===== src/rtl/factorial_core.sv =====
`default_nettype none
// ============================================================================
// factorial_core : iterative n! engine (one compare, one multiply per step)
// Revision       : 1.0
// ============================================================================
module factorial_core #(
  parameter int DATA_WIDTH = 32,
  parameter int N_WIDTH    = 4,
  parameter int MAX_N      = 12
) (
  input  logic                  clk,
  input  logic                  rst,
  input  logic                  go,
  input  logic [N_WIDTH-1:0]    n,
  output logic                  busy,
  output logic                  done,
  output logic                  err,
  output logic [DATA_WIDTH-1:0] result
);

  typedef enum logic [1:0] {
    S_IDLE  = 2'd0,
    S_CHECK = 2'd1,
    S_MULT  = 2'd2,
    S_DONE  = 2'd3
  } state_t;

  localparam logic [N_WIDTH-1:0] MAX_N_V = N_WIDTH'(MAX_N);

  state_t                state_q, state_d;
  logic [N_WIDTH-1:0]    cnt_q, cnt_d;
  logic [DATA_WIDTH-1:0] prod_q, prod_d;
  logic [DATA_WIDTH-1:0] result_q, result_d;
  logic                  done_q, done_d;
  logic                  err_q, err_d;

  logic [DATA_WIDTH-1:0] cnt_ext;
  logic [DATA_WIDTH-1:0] mult_lo;

  // Only the low half of prod*cnt is ever kept, so a DATA_WIDTH multiply suffices.
  assign cnt_ext = {{(DATA_WIDTH-N_WIDTH){1'b0}}, cnt_q};
  assign mult_lo = prod_q * cnt_ext;

  always_ff @(posedge clk or posedge rst) begin
    if (rst) begin
      state_q  <= S_IDLE;
      cnt_q    <= '0;
      prod_q   <= '0;
      result_q <= '0;
      done_q   <= 1'b0;
      err_q    <= 1'b0;
    end else begin
      state_q  <= state_d;
      cnt_q    <= cnt_d;
      prod_q   <= prod_d;
      result_q <= result_d;
      done_q   <= done_d;
      err_q    <= err_d;
    end
  end

  always_comb begin
    state_d  = state_q;
    cnt_d    = cnt_q;
    prod_d   = prod_q;
    result_d = result_q;
    done_d   = done_q;
    err_d    = err_q;
    case (state_q)
      S_IDLE, S_DONE: begin
        if (go) begin
          if (n > MAX_N_V) begin
            state_d  = S_DONE;
            done_d   = 1'b1;
            err_d    = 1'b1;
            result_d = '0;
          end else begin
            state_d = S_CHECK;
            cnt_d   = n;
            prod_d  = DATA_WIDTH'(1);
            done_d  = 1'b0;
            err_d   = 1'b0;
          end
        end
      end
      S_CHECK: begin
        if (cnt_q > N_WIDTH'(1)) begin
          state_d = S_MULT;
        end else begin
          state_d  = S_DONE;
          result_d = prod_q;
          done_d   = 1'b1;
        end
      end
      S_MULT: begin
        prod_d  = mult_lo;
        cnt_d   = cnt_q - N_WIDTH'(1);
        state_d = S_CHECK;
      end
      default: state_d = S_IDLE;
    endcase
  end

  assign busy   = (state_q == S_CHECK) || (state_q == S_MULT);
  assign done   = done_q;
  assign err    = err_q;
  assign result = result_q;

endmodule
`default_nettype wire


===== config.mk =====
export PLATFORM = sky130hd
export DESIGN_NAME = factorial_core
export DESIGN_NICKNAME = d
export VERILOG_FILES = /design/src/rtl/factorial_core.sv
export SDC_FILE = /design/constraint.sdc
export NUM_CORES = 1
export LEC_CHECK = 0
export ABC_AREA = 1
export CAP_MARGIN = 20
export CORE_MARGIN = 8
export CORE_UTILIZATION = 45
export CTS_CLUSTER_SIZE = 25
export DETAILED_ROUTE_END_ITERATION = 8
export PLACE_DENSITY = 0.67
export SYNTH_ARGS = -nofsm -noshare
export SYNTH_HDL_FRONTEND = slang
export SYNTH_SLANG_ARGS = --single-unit

===== constraint.sdc =====
create_clock -name clk -period 8.27 [get_ports clk]
set_input_delay 1.2405 -clock clk [delete_from_list [all_inputs] [get_ports clk]]
set_output_delay 1.2405 -clock clk [all_outputs]
set_load 0.05 [all_outputs]

==> results.yml <==
finish:
  layout.nets: 1294
  areaGrowthSynthToFinish_pct: 11.4
  n_antenna_cell: 0
  final_cells: 1419
  multi_input_area_um2: 4460
  seqCellArea_um2: 1800
  drive_above_1_share: 0.0309
  fillCellCount: 1645
setup_path:
  worstReg2RegStart: "cnt_q[3]"
  critPathCaptureType: "register"
  cp_max_fo: 19
  r2r_end: "prod_q[30]"
  crit_required_ns: 8.55
  critical_path_buf_inv_count: 2
  crit_chain: "buf_4, nand2_1, fa_1, fa_1, inv_1, fa_1, nand3_1, nand3_1, nand3_1, nand3b_1, nand2_1, nand2_1, nand2_1, nand3_1, nand2_1"
  worst_r2r_path_depth: 15
  path_delay_family: "adder cells"
  rrSetupSlack_ns: 4.40
  slowest_stage: "dfrtp_1"
  cp.arrival_ns: 4.15
  worst-setup-path-type: "register to register"
  crit_path_start_kind: "register"
  max_stage_delay_ns: 0.67
  path_common_cell: "nand2_1"
logic_synthesis:
  synth_edf_count: 0
  synthArstFlopShare: 1.00
  synth_top_area_share: 0.238
  synth.area.top_cells: "dfrtp_1 (24%), nand2_1 (21%), fa_1 (15%)"
  synth_cell_type_count: 33
  yosysMostFrequentCell: "nand2_1"
  syn_area_um2: 7580
  yosys.area.top_type: "dfrtp_1"
  ys_seq_area_frac: 0.238
  avgSynthCellArea_um2: 6.50
  ys_warn_count: 0
  yosys_register_bits: 72
  synth_ff_type: "dfrtp_1"
  syn_inst: 1167
  synthTopCellsByCount: "nand2_1 (427), inv_1 (300), nand3_1 (73)"
  synthesis.nets: 1267
sta:
  maxSlewViolCount: 0
  clock_skew_ns: 0.0116
  worstMarginPinSlew_ns: 1.00
  finalCritPeriodShare: 0.468
  fmax_ghz: 0.259
  slew_headroom: 0.333
  hold_viol_final: 0
  setup_viol: 0
  layout_min_cycle_time_ns: 3.87
  tns_ns: 0
  rsz0062_at_grt: "false"
outcome:
  status: "finished, final reports clean"
power:
  pwr-share-seq: 0.283
  pwr-share-clk: 0.269
  intPower_uw: 786
  worst_ir_drop_vdd_mv: 0.189
  cellLeakagePower_uw: 0.00539
  power.switching_uw: 714
  p_comb_frac: 0.448
  swShare: 0.476
  power_per_cell_area_nw_per_um2: 178
place:
  dp_cells: 1403
  hpwl_mm: 15.1
  place_congestion: 0.894
  portBuffers: 41
floorplan:
  ios: 42
  initial_utilization: 0.459
  rows: 47
  core_um2: 16500
  die_y_um: 146
  die_w_um: 146
  die_area_um2: 21300
hold_path:
  hold_start: "done"
  hold_class: "register to register"
  whs_endpoint: "done"
  hold_path_depth: 2
grt:
  grt_pass1_vias: 6832
  grt_usage: 0.199
  antenna_found_initial: 0
  grt_max_degree: 73
  grt_pass1_wl_mm: 35.1
  grt-ovfl-total: 0
clock_network:
  path_clk_slew_ns: 0.06
  cts_root_buf: "clkbuf_16"
  cts_tree: "done"
  cts_buffer_depth: 2
  cts_resized: 0
  post-cts-setup-buffers: 0
  cts_hold_buffers: 0
  h-tree-depth: 3
  insertion_delay_ns: 0.35
  cts_sinks: 72
  numCtsBuffers: 9
route:
  wl_per_cell_um: 14.1
  drt-vias-per-instance: 4.89
  drt_iter0_drc: 457
  via_count: 6944
  dr.pass1.iters: 5
  ant_nets: 0
  drc: 0
  finalWirelength_mm: 20.0
run:
  max_cap_viol_count: 0
registers in the layout, summed over array words and instances, names as in the netlist:
register,cells
prod_q,32
result,32
cnt_q,4
state_q,2
done,1
err,1
worst register-to-register path, cell delays in order, from the launching register on:
cell and delay, ns:
dfrtp_1 0.67, buf_4 0.35, nand2_1 0.13, fa_1 0.52, fa_1 0.56, inv_1 0.08, fa_1 0.49, nand3_1 0.10
nand3_1 0.16, nand3_1 0.12, nand3b_1 0.19, nand2_1 0.14, nand2_1 0.06, nand2_1 0.06, nand3_1 0.10, nand2_1 0.09
area by class of cell:
cell class	instances	area share
clock buffers	10	0.0271
clock inverters	6	0.00830
inverters	303	0.135
multi-input cells	758	0.527
flip-flops and latches	72	0.213
well taps	220	0.0326
repair buffers	50	0.0566
stage by stage:
stage          utilization  setup slack (ns)  hold slack, ns  cell area, µm²  power [µW]
6_report             0.511              4.40           0.487            8450        1500
5_1_grt              0.511              4.15           0.520            8450        1590
4_1_cts              0.511              4.42           0.492            8450        1510
3_5_place_dp         0.493              4.44           0.477            8150        1100
3_3_place_gp         0.493              4.51           0.469            8150        1090
2_1_floorplan            -              4.77           0.492            7580         932
metal layers:
metal | GRT usage | up-vias | part of all wire
met5 | 0 | - | 0
met4 | 0.0484 | 0 | 0.011
met3 | 0.0286 | 22 | 0.059
met2 | 0.308 | 197 | 0.44
met1 | 0.286 | 3246 | 0.49
li1 | - | 3479 | -
power groups by stage:
| stage | combinational (µW) | sequential [µW] | clock, µW |
|---|---|---|---|
| floorplan | 477 | 455 | 0 |
| detailed placement | 669 | 431 | 0 |
| finish | 672 | 425 | 403 |
| CTS | 673 | 424 | 409 |
| global route | 738 | 430 | 422 |
| global placement | 662 | 430 | 0 |
kinds of logic after synthesis:
family,Yosys count,share of synthesized area
AO/OA/AOI/OAI,98,0.0714
flip-flops,72,0.238
AND/OR/NAND/NOR,562,0.300
XOR/XNOR,5,0.00577
adder cells (fa/ha/maj),93,0.210
buffers and inverters,337,0.175
worst max path at each step:
stage | to | cells after the start | startpoint | slack [ns]
2_1_floorplan | prod_q[26] | 18 | cnt_q[2] | 4.77
3_3_place_gp | prod_q[30] | 14 | cnt_q[3] | 4.51
3_5_place_dp | prod_q[30] | 14 | cnt_q[3] | 4.44
4_1_cts | prod_q[30] | 15 | cnt_q[3] | 4.42
5_1_grt | prod_q[31] | 17 | cnt_q[3] | 4.15
6_report | prod_q[30] | 15 | cnt_q[3] | 4.40
layout by cell type, fill, tap and decap left out, types with 27 or more instances in the layout:
cell type        Yosys  layout
nand2_1            427     427
inv_1              300     299
nand3_1             73      73
dfrtp_1             72      72
fa_1                57      57
o21ai_0             48      48
nor2_1              42      41
clkdlybuf4s50_1      0      41
ha_1                36      36
a21oi_1             27      27
Note: power is estimated with default switching activity, not from simulation.
